--- src/rtl/demux_pkg.sv ---
// Shared constants and slot state type for the 1-to-4 stream demultiplexer.
package demux_pkg;
    localparam int N_CH  = 4;
    localparam int SEL_W = 2;
    localparam int CNT_W = 16;

    typedef enum logic {
        EMPTY = 1'b0,
        FULL  = 1'b1
    } slot_state_t;
endpackage

--- src/rtl/demux_slot.sv ---
// One-entry output register for a single demux channel, with an optional
// saturating accepted-beat counter built only when DEMUX_1X4_CNT_EN is defined.
module demux_slot
    import demux_pkg::*;
#(
    parameter int WIDTH = 8
) (
    input  logic             clk,
    input  logic             rst,
    input  logic             i_wr,
    input  logic [WIDTH-1:0] i_wdata,
    input  logic             i_rdReady,
    output logic             o_valid,
    output logic [WIDTH-1:0] o_data,
    output logic [CNT_W-1:0] o_cnt
);

    slot_state_t      r_state;
    logic [WIDTH-1:0] r_data;

    // A write always wins: when the consumer drains in the same cycle it has
    // already taken the old data, so the slot simply stays FULL with new data.
    always_ff @(posedge clk) begin
        if (rst) begin
            r_state <= EMPTY;
            r_data  <= '0;
        end else if (i_wr) begin
            r_state <= FULL;
            r_data  <= i_wdata;
        end else if (i_rdReady) begin
            r_state <= EMPTY;
        end
    end

    assign o_valid = (r_state == FULL);
    assign o_data  = r_data;

`ifdef DEMUX_1X4_CNT_EN
    logic [CNT_W-1:0] r_cnt;

    always_ff @(posedge clk) begin
        if (rst) begin
            r_cnt <= '0;
        end else if (i_wr && (r_cnt != {CNT_W{1'b1}})) begin
            r_cnt <= r_cnt + CNT_W'(1);
        end
    end

    assign o_cnt = r_cnt;
`else
    assign o_cnt = '0;
`endif

endmodule

--- src/rtl/demux_1x4_stream.sv ---
// Registered 1-to-4 valid/ready stream demultiplexer; per-channel counters
// are enabled by defining DEMUX_1X4_CNT_EN.
module demux_1x4_stream
    import demux_pkg::*;
#(
    parameter int WIDTH = 8
) (
    input  logic                  clk,
    input  logic                  rst,
    input  logic [WIDTH-1:0]      in,
    input  logic [SEL_W-1:0]      sel,
    input  logic                  in_valid,
    output logic                  in_ready,
    output logic [N_CH*WIDTH-1:0] out,
    output logic [N_CH-1:0]       out_valid,
    input  logic [N_CH-1:0]       out_ready,
    output logic [N_CH*CNT_W-1:0] cnt
);

    logic [N_CH-1:0] w_valid;
    logic [N_CH-1:0] w_wr;
    logic            w_accept;

    // The selected slot can take a beat if it is empty or draining this cycle.
    assign in_ready = !w_valid[sel] || out_ready[sel];
    assign w_accept = in_valid && in_ready;

    for (genvar k = 0; k < N_CH; k++) begin : g_slot
        assign w_wr[k] = w_accept && (sel == SEL_W'(k));

        demux_slot #(
            .WIDTH (WIDTH)
        ) u_slot (
            .clk       (clk),
            .rst       (rst),
            .i_wr      (w_wr[k]),
            .i_wdata   (in),
            .i_rdReady (out_ready[k]),
            .o_valid   (w_valid[k]),
            .o_data    (out[k*WIDTH +: WIDTH]),
            .o_cnt     (cnt[k*CNT_W +: CNT_W])
        );
    end

    assign out_valid = w_valid;

endmodule

--- config.mk ---
export PLATFORM = sky130hd
export DESIGN_NAME = demux_1x4_stream
export DESIGN_NICKNAME = d
export VERILOG_FILES = /design/src/rtl/demux_pkg.sv /design/src/rtl/demux_slot.sv /design/src/rtl/demux_1x4_stream.sv
export SDC_FILE = /design/constraint.sdc
export NUM_CORES = 1
export LEC_CHECK = 0
export ABC_AREA = 1
export CAP_MARGIN = 20
export CORE_UTILIZATION = 44
export CTS_CLUSTER_SIZE = 12
export DETAILED_ROUTE_END_ITERATION = 8
export PLACE_DENSITY = 0.84
export SLEW_MARGIN = 10
export SYNTH_ARGS = -nofsm -noshare
export SYNTH_HDL_FRONTEND = slang
export SYNTH_SLANG_ARGS = --single-unit
--- constraint.sdc ---
create_clock -name clk -period 2.51 [get_ports clk]
set_clock_uncertainty 0.05 [all_clocks]
set_input_delay 0.502 -clock clk [delete_from_list [all_inputs] [get_ports clk]]
set_output_delay 0.502 -clock clk [all_outputs]
set_load 0.02 [all_outputs]
Yosys cells after proc, flatten, opt, wreduce, memory -nomap -nowiden
Cells that the tools add are included.
- output and inout port bits: 101
- word-level logic and storage cells: 36
- flip-flop bits (word level): 36
- input bits: 17
- mux-type cells: 12
- equal/unequal tests: 3
- order comparisons: 1
- reductions and logical operators: 12
- operators by type and width (operator ; number):
    1-bit two-way mux ; 10
    2-bit nonzero test ; 4
    1-bit logical AND ; 5
    1-bit binary-select mux with 2-bit select ; 2
    2-bit == test (second input constant) ; 2
    2-bit by 3-bit < comparator with 1-bit output (second input constant) ; 1
    2-bit by 1-bit == test with 1-bit output (second input constant) ; 1
    2-bit logical NOT ; 1
    1-bit logical NOT ; 1
    1-bit logical OR ; 1

Depth between registers and ports, before layout
Gate-level depths: netlist (run 1).
- word-level depth: 7
- gate-level depth with buffers: 11
- depth with buffers taken out: 10

Hierarchy
From an unflattened synthesis (run 1), not the netlist that was laid out.
- cells, all modules: 250
- area, all modules: 1845.5 um^2
- modules (own cells, without submodules) (module ; cells each ; area each (um^2) ; sequential area each (um^2) ; instances):
    demux_slot ; 55 ; 427.9 ; 180.2 ; 4
    demux_1x4_stream ; 30 ; 133.9 ; 0.0 ; 1

Least setup slack after synthesis (run 1)
Ideal clock, no wire load.
- kind: in2out
- start point: input sel[1]
- end point: output in_ready
- setup slack: 0.714 ns
- buffers on the path: 2
- stages: 7
- arrival: 1.244 ns
- data required time: 1.958 ns
- path through: buf_6 > nor2_8 > nand2_1 > nand2_2 > nor2_4 > nand2_8 > buf_6
- cells in the longest elaborated chain, start to end: 4
- elaborated cells on any way between the ends: 6
- those cells by class: 4 x mux; 2 x reduce/logical
- ends and longest elaborated chain (item ; RTL line ; source):
    from (decl) ; demux_1x4_stream.sv:11 ; input logic [SEL_W-1:0] sel,
    1-bit binary-select mux with 2-bit select ; demux_1x4_stream.sv:25 ; assign in_ready = !w_valid[sel] || out_ready[sel];
    1-bit two-way mux (implied by the code) ; demux_1x4_stream.sv:25 ;
    1-bit logical NOT ; demux_1x4_stream.sv:25 ;
    1-bit logical OR * ; demux_1x4_stream.sv:25 ;
    to (decl) ; demux_1x4_stream.sv:13 ; output logic in_ready,
Mark *: on every way between the ends. The rest lies on a longest branch, timed or not. The select of a mux whose other input is x is not followed.

Worst setup path in the final report (run 1)
Ends and elaborated chain as after synthesis.

==> impl_metrics.json, run 1 <==
{
  "firstDrtPassIters": 4,
  "drv_cap": 0,
  "powerDensity_nw_per_um2": 501,
  "ys_seq_area_frac": 0.296,
  "reg2reg_depth": 10,
  "cp.arrival_ps": 1750,
  "cts-root-buf": "clkbuf_8",
  "antenna_left": 0,
  "postCtsSetupBuffers": 0,
  "grt_antenna_before_repair": 0,
  "power_leakage_nw": 1.46,
  "clock_latency_ps": 290,
  "hpwl_mm": 3.61,
  "wl_met2_mm": 2.34,
  "path_clk_slew_ps": 70,
  "drt-total-wl_mm": 4.76,
  "holdCritPathClass": "reg -> reg",
  "wl_met1_mm": 1.98,
  "rows": 26,
  "hold_depth": 2,
  "synthDistinctLibCells": 22,
  "place_ws_ps": -181,
  "syn_inst": 358,
  "viasPerCell": 4.16,
  "drcViolationCount": 0,
  "hold_viol": 0,
  "cp-start-kind": "primary input",
  "status": "complete, no violations",
  "crit_fanout": 11,
  "grt_pass1_vias": 1779,
  "worst_ep_required_time_ps": 1960,
  "dpl_cell_area_sq_um": 2760,
  "clock_path_buffers": 2,
  "power.total_mw": 1.43,
  "fmax_ghz": 0.434,
  "syn_area_per_cell_sq_um": 6.79,
  "portBuffers": 53,
  "rsz0062_at_grt": "false",
  "dr_total_vias": 2002,
  "syn_area_sq_um": 2430,
  "drv_slew": 0,
  "setup_viol": 0,
  "wl_met3_um": 360,
  "yosysWarnings": 0,
  "diodes": 0,
  "rrSetupSlack_ps": 920,
  "synth_seq_cells": 36,
  "finalNetCount": 427,
  "post-route-min-period_ps": 2310,
  "grt_usage": 0.168,
  "cts_made_buffers": 5,
  "die_width_um": 76.3,
  "syn_to_final_growth_pct": 16.9,
  "die_area_sq_um": 5830,
  "highest_layer": "met4",
  "grt_max_degree": 37,
  "grt_overflow": 0,
  "core_area_sq_um": 5200,
  "final_cell_mix": "nand2_1, inv_1, conb_1",
  "whs_endpoint": "g_slot[3].u_slot.o_valid",
  "peakVddDrop_v": 0.000292,
  "path_class": "in -> out",
  "drive_gt1_frac": 0.0803,
  "wire_per_inst_um": 9.89,
  "final_common_cell": "nand2_1",
  "rr_startpoint": "g_slot[2].u_slot.o_valid",
  "htree_levels": 2,
  "io_pins": 118,
  "r2r-end": "g_slot[2].u_slot.o_data[4]",
  "min_period_over_period": 0.919,
  "drt_iter0_markers": 104,
  "tritoncts": "yes",
  "final_area_sq_um": 2840,
  "gp_congestion": 0.842,
  "grt_pass1_wl_mm": 7.85,
  "layout_setup_ws_ps": 204,
  "initial_core_util": 0.467,
  "endpoint_kind": "output port",
  "clock-sinks": 36,
  "min_from": "g_slot[3].u_slot.o_valid",
  "die_y_um": 76.3
}
==> cell families (layout without fill, tap and decap cells) <==
| logic type | count (synthesis) | after routing | share of synthesized area |
|---|---|---|---|
| other cells | 1 | 64 | 0.00154 |
| compound gates | 4 | 4 | 0.00824 |
| simple gates | 157 | 157 | 0.323 |
| buf+inv | 160 | 150 | 0.371 |
| flops | 36 | 36 | 0.296 |
==> state kept, by name (all words and copies together) (netlist names) <==
name / count
g_slot.u_slot.o_data: 32
g_slot.u_slot.o_valid: 4
==> what timing repair did <==
| item | CTS | global route |
|---|---|---|
| endpoints found under the hold margin | 0 | 0 |
| resized for setup | 1 | 2 |
| hold buffers | 0 | 0 |
| endpoints found under the setup margin | 1 | 1 |
==> metrics by stage <==
stage          instances  setup TNS (ps)  hold WS [ps]   util
5_1_grt              481               0           467  0.546
2_1_floorplan        421               0           401      -
3_5_place_dp         473            -181           423  0.529
6_report             481               0           432  0.546
4_1_cts              481               0           435  0.547
3_3_place_gp         473            -137           428  0.529
==> routing by layer <==
metal,track usage,vias to the layer above
met2,0.286,90
met5,0,-
met3,0.0407,8
met4,0.0731,0
li1,-,1036
met1,0.199,868
==> synthesized netlist by cell type (all sizes together) <==
cell type	n	area share
nand2	82	0.14
inv	79	0.12
buf	77	0.24
dfxtp	36	0.30
nor2	36	0.067
nand4	32	0.082
nand3	7	0.037
a21oi	4	0.0082
clkbuf	3	0.0046
clkinv	1	0.0015
conb	1	0.0015
==> layout make-up <==
class                      count  area [sq um]
clock buffer                   6          82.6
clock inverter                 2          10.0
fill                         527          2360
inverter                      80           303
multi-input combinational    225          1050
sequential                    36           721
tap                           70          87.6
timing repair buffer          62           593
==> power breakdown <==
part / switching, mW / total, mW / internal, mW / leakage (nW)
clock network: 0.205 / 0.424 / 0.219 / 0.0510
registers: 0.0168 / 0.619 / 0.602 / 0.294
logic: 0.253 / 0.382 / 0.129 / 1.11
total: 0.476 / 1.43 / 0.949 / 1.46
==> worst max-delay path by stage <==
stage / from / to / slack (ps) / cells after the start
3_5_place_dp: sel[1] / in_ready / -180 / 8
6_report: sel[1] / in_ready / 200 / 8
4_1_cts: sel[1] / in_ready / 30 / 8
2_1_floorplan: sel[1] / in_ready / 710 / 7
5_1_grt: sel[1] / in_ready / 130 / 8
3_3_place_gp: sel[0] / in_ready / -140 / 9
==> critical path: stages <==
cell and delay (ps):
clkdlybuf4s50_1 450, buf_4 180, inv_2 70, nand3_1 90, nand2_2 80, nor2_4 130, nand2_8 90, clkbuf_2 170
Note: power is estimated with default switching activity, not from simulation.
==> run 2, diff against run 1 <==
Settings changed: CORE_UTILIZATION 44 to 42, PLACE_DENSITY 0.84 to 0.81.
==> impl_metrics.json, run 2 (same netlist as run 1, synthesis figures left out) <==
{
  "firstDrtPassIters": 5,
  "grt_max_degree": 37,
  "min_from": "g_slot[3].u_slot.o_valid",
  "dr_total_vias": 1993,
  "peakVddDrop_v": 0.000214,
  "die_y_um": 78.1,
  "path_cells": "clkdlybuf4s50_1, buf_12, inv_4, nand2_1, nand2_1, nand2_1, nand2_2, nand2_8, clkdlybuf4s15_1",
  "path_buf_inv": 4,
  "grt_pass1_vias": 1743,
  "power_leakage_nw": 1.47,
  "viasPerCell": 4.13,
  "whs_endpoint": "g_slot[3].u_slot.o_valid",
  "post-route-min-period_ps": 2410,
  "drv_cap": 0,
  "setup_viol": 0,
  "hpwl_mm": 3.58,
  "htree_levels": 2,
  "fmax_ghz": 0.415,
  "cts_made_buffers": 5,
  "rows": 27,
  "grt_pass1_wl_mm": 8.03,
  "cpMostUsedCell": "nand2_1",
  "drt_iter0_markers": 144,
  "hold_depth": 2,
  "diodes": 0,
  "crit_fanout": 8,
  "path_class": "in -> out",
  "final_common_cell": "nand2_1",
  "hold_viol": 0,
  "clock_latency_ps": 280,
  "rr_startpoint": "g_slot[0].u_slot.o_valid",
  "die_width_um": 78.1,
  "tritoncts": "yes",
  "drt-total-wl_mm": 4.76,
  "grt_antenna_before_repair": 0,
  "final_cells": 482,
  "cp_top_family": "buffers and inverters",
  "final_cell_mix": "nand2_1, inv_1, conb_1",
  "endpoint_kind": "output port",
  "slowest_delay_ps": 500,
  "status": "complete, no violations",
  "grt_usage": 0.166,
  "syn_to_final_growth_pct": 17.9,
  "holdCritPathClass": "reg -> reg",
  "worst_ep_required_time_ps": 1960,
  "rrSetupSlack_ps": 860,
  "cts-root-buf": "clkbuf_8",
  "rsz0062_at_grt": "false",
  "clock-sinks": 36,
  "portBuffers": 53,
  "wire_per_inst_um": 9.88,
  "initial_core_util": 0.439,
  "min_period_over_period": 0.960,
  "core_area_sq_um": 5540,
  "fin_util": 0.517,
  "grt_overflow": 0,
  "reg2reg_depth": 10,
  "gp_congestion": 0.843,
  "die_area_sq_um": 6100,
  "drcViolationCount": 0,
  "fin_tns_setup_ps": 0,
  "clock_path_buffers": 2,
  "io_pins": 118,
  "r2r-end": "g_slot[3].u_slot.o_data[7]",
  "slowest_stage": "clkdlybuf4s50_1",
  "cp-start-kind": "primary input",
  "path_clk_slew_ps": 70,
  "largest_reg_flops": 32,
  "powerDensity_nw_per_um2": 501,
  "finalNetCount": 427,
  "dp_cells": 475,
  "drive_gt1_frac": 0.0756,
  "drv_slew": 0,
  "antenna_left": 0,
  "cp.arrival_ps": 1860
}
[run 2: cell count changes in the layout (fill, tap and decap cells not counted)]
cell             previous run  this run
buf_12                      0         1
clkinv_2                    2         0
clkdlybuf4s15_1             0         1
buf_4                       9         8
clkbuf_8                    6         7
clkbuf_2                    1         0
[run 2: cell type report]
cell class,instances,area [sq um]
repair buffers,62,611
multi-input cells,225,1050
clock buffers,7,96.3
fillers,566,2670
inverters,80,303
flip-flops and latches,36,721
well taps,72,90.1
[run 2: worst max path at each step]
stage,end,startpoint,cells past startpoint
6_report,in_ready,sel[0],9
5_1_grt,in_ready,sel[0],9
3_5_place_dp,in_ready,sel[0],9
4_1_cts,in_ready,sel[0],9
3_3_place_gp,in_ready,sel[0],9
2_1_floorplan,in_ready,sel[1],7
[run 2: metrics by stage]
step                area, sq um  hold WS, ps  worst slack, ps  total power [mW]
floorplan                  2670          401              714             0.975
global placement           2770          430             -150              1.01
detailed placement         2770          437             -210              1.01
CTS                        2870          448             53.7              1.45
global route               2870          466             8.08              1.52
finish                     2870          443              101              1.44
[run 2: worst register-to-register path, cell delays in order (launching register included)]
cell and delay, ps:
dfxtp_1 340, nand2_1 80, nand2_1 60, nand2_1 70, nand2_2 80, nand2_8 90
buf_4 360, nand3_4 200, nand2_1 110, inv_1 50, nor2_1 100
[run 2: layer usage]
metal / vias up / wire length (um) / global-route usage
li1: 1034 / - / -
met1: 869 / 2010 / 0.203
met2: 78 / 2300 / 0.275
met3: 12 / 370 / 0.0535
met4: 0 / 84 / 0.0556
met5: - / 0 / 0
[run 2: what timing repair did]
action | 4_1_cts | 5_1_grt
hold buffers | 0 | 0
endpoints found under the setup margin | 1 | 1
resized for setup | 1 | 1
setup buffers | 0 | 0
[run 2: report_power, final]
group	total [mW]	switching, mW	internal [mW]
clock network	0.434	0.190	0.244
logic	0.385	0.253	0.131
registers	0.619	0.0166	0.602
total	1.44	0.460	0.977
==> run 3, diff against run 2 <==
Settings changed: CORE_UTILIZATION 42 to 39, PLACE_DENSITY 0.81 to 0.83, SYNTH_HIERARCHICAL from default to 1.
==> impl_metrics.json, run 3 <==
{
  "path_buf_inv": 2,
  "final_cells": 364,
  "min_from": "g_slot[1].u_slot/o_valid",
  "largest_reg_flops": 32,
  "yosys-top-cells-area": "dfxtp_1, buf_4, nor2_1, o21ai_0, nand2_1",
  "setup_viol": 0,
  "powerDensity_nw_per_um2": 570,
  "rsz0062_at_grt": "false",
  "multi_input_area_sq_um": 802,
  "syn_area_sq_um": 1850,
  "wire_per_inst_um": 11.1,
  "portBuffers": 53,
  "rrSetupSlack_ps": 1020,
  "finalNetCount": 328,
  "violations": "DRC",
  "min_period_over_period": 0.818,
  "hpwl_mm": 3.03,
  "yosysWarnings": 6,
  "seq_area_sq_um": 721,
  "p_seq_frac": 0.469,
  "synthDistinctLibCells": 13,
  "cp-start-kind": "primary input",
  "r2r-end": "g_slot[1].u_slot/o_data[1]",
  "drt_iter0_markers": 65,
  "antenna_left": 0,
  "initial_core_util": 0.415,
  "yosysTopAreaCell": "dfxtp_1",
  "core_area_sq_um": 4440,
  "grt_usage": 0.167,
  "reg2reg_depth": 11,
  "grt_max_degree": 13,
  "path_clk_slew_ps": 70,
  "worst-path-stages": 6,
  "clock_latency_ps": 280,
  "htree_levels": 2,
  "slowest_stage": "clkdlybuf4s50_1",
  "power.share.combinational": 0.224,
  "final_area_sq_um": 2310,
  "layout_setup_ws_ps": 458,
  "viasPerCell": 4.30,
  "endpoint": "in_ready",
  "hold_viol": 0,
  "p_sw_uw": 422,
  "postCtsSetupBuffers": 0,
  "synth_edf_count": 0,
  "place_ws_ps": -166,
  "switching_share": 0.321,
  "rr_startpoint": "g_slot[1].u_slot/o_valid",
  "syn_area_per_cell_sq_um": 7.38,
  "synth_top_area_share": 0.391,
  "post-route-min-period_ps": 2050,
  "drt-total-wl_mm": 4.03,
  "cp.arrival_ps": 1500,
  "clockPowerShare": 0.307,
  "grt_pass1_wl_mm": 6.37,
  "fmax_ghz": 0.487,
  "rows": 24,
  "status": "complete, but fails checks",
  "cts-root-buf": "clkbuf_8",
  "holdCritPathClass": "reg -> reg",
  "drv_cap": 0,
  "tritoncts": "yes",
  "clock_path_buffers": 2,
  "synth_common_cells": "nor2_1, buf_4, dfxtp_1",
  "peakVddDrop_v": 0.000335,
  "final_cell_mix": "nor2_1, conb_1, clkdlybuf4s50_1",
  "grt_antenna_before_repair": 0,
  "endpoint_kind": "output port",
  "firstDrtPassIters": 9,
  "cts_made_buffers": 5,
  "worst_ep_required_time_ps": 1960,
  "final_common_cell": "nor2_1",
  "async_flop_share": 0,
  "ys_seq_area_frac": 0.391,
  "crit_start": "out_ready[3]",
  "diodes": 0,
  "gp_congestion": 0.870,
  "cp_top_family": "buffers and inverters",
  "drcViolationCount": 22,
  "path_class": "in -> out",
  "power_leakage_nw": 1.11,
  "drive_gt1_frac": 0.0865,
  "dr_total_vias": 1565,
  "clock-sinks": 36,
  "dp_cells": 356,
  "yosysMostFrequentCell": "nor2_1",
  "syn_to_final_growth_pct": 25.1,
  "io_pins": 118,
  "die_area_sq_um": 5010,
  "slowest_delay_ps": 490,
  "path_cells": "clkdlybuf4s50_1, nand3_1, nand2_1, nor2_2, nand2_2, dlymetal6s2s_1",
  "synth_seq_cells": 36,
  "die_y_um": 70.8,
  "syn_inst": 250,
  "dpl_cell_area_sq_um": 2220,
  "ys.flop_type": "dfxtp_1",
  "grt_overflow": 0,
  "p_int_uw": 894,
  "grt_pass1_vias": 1374,
  "die_width_um": 70.8,
  "fill_cells": 434,
  "crit_fanout": 2,
  "drv_slew": 0
}
[run 3: cell types whose count changed in the layout (fill, tap and decap cells not counted), moves of 5 or more]
cell / previous run / this run
inv_1: 77 / 9
nand2_1: 78 / 19
nor2_1: 32 / 68
nand4_1: 32 / 0
o21ai_0: 0 / 32
inv_2: 1 / 6
[run 3: how the worst min path moves through the flow]
stage          depth (start not counted)  slack (ps)                          to
2_1_floorplan                          2         500    g_slot[0].u_slot/o_valid
3_3_place_gp                           2         430  g_slot[1].u_slot/o_data[0]
3_5_place_dp                           2         430  g_slot[0].u_slot/o_data[3]
4_1_cts                                2         440    g_slot[1].u_slot/o_valid
5_1_grt                                2         460    g_slot[3].u_slot/o_valid
6_report                               2         440    g_slot[1].u_slot/o_valid
[run 3: cell type report]
cell class,count,area share
clock buffer,6,0.0314
clock inverter,2,0.00705
inverter,15,0.0244
multi-input combinational,194,0.347
sequential,36,0.312
tap,52,0.0282
timing repair buffer,59,0.249
[run 3: per-stage QoR]
stage               hold slack, ps  setup TNS (ps)   util  total power, mW
global route                   458               0  0.519             1.39
detailed placement             431            -166  0.499            0.922
finish                         442               0  0.519             1.32
CTS                            445               0  0.519             1.33
global placement               428            -108  0.499            0.920
floorplan                      501               0      -            0.881
[run 3: power groups by stage]
stage	Combinational (mW)	Sequential [mW]	Clock (mW)
after floorplan	0.217	0.664	0
after global placement	0.290	0.630	0
after global routing	0.317	0.620	0.450
final	0.294	0.617	0.404
after CTS	0.294	0.617	0.419
after detailed placement	0.293	0.629	0
[run 3: metal layers]
metal	track usage	wire length (um)
met1	0.210	1740
met2	0.265	1780
met3	0.0584	465
met4	0.0600	45
met5	0	0
[run 3: cell families (layout without fill, tap and decap cells)]
| group | after synthesis | after routing | share of synthesized area |
|---|---|---|---|
| compound gates | 36 | 36 | 0.106 |
| flops | 36 | 36 | 0.391 |
| simple gates | 94 | 94 | 0.199 |
| buf+inv | 80 | 82 | 0.297 |
| other cells | 4 | 64 | 0.00813 |
[run 3: worst register-to-register path: stages, from the launching register on]
cell and delay [ps]:
dfxtp_1 350, nand2_1 70, nand2_1 80, nand2_1 50, nand2_1 70, nand2_2 50
buf_4 130, nand2_2 80, nor2_1 70, buf_4 160, o21ai_0 190, nor2_1 50
[run 3: what timing repair did]
action	CTS	global route
endpoints found under the setup margin	1	1
hold buffers	0	0
gates resized for setup	2	1
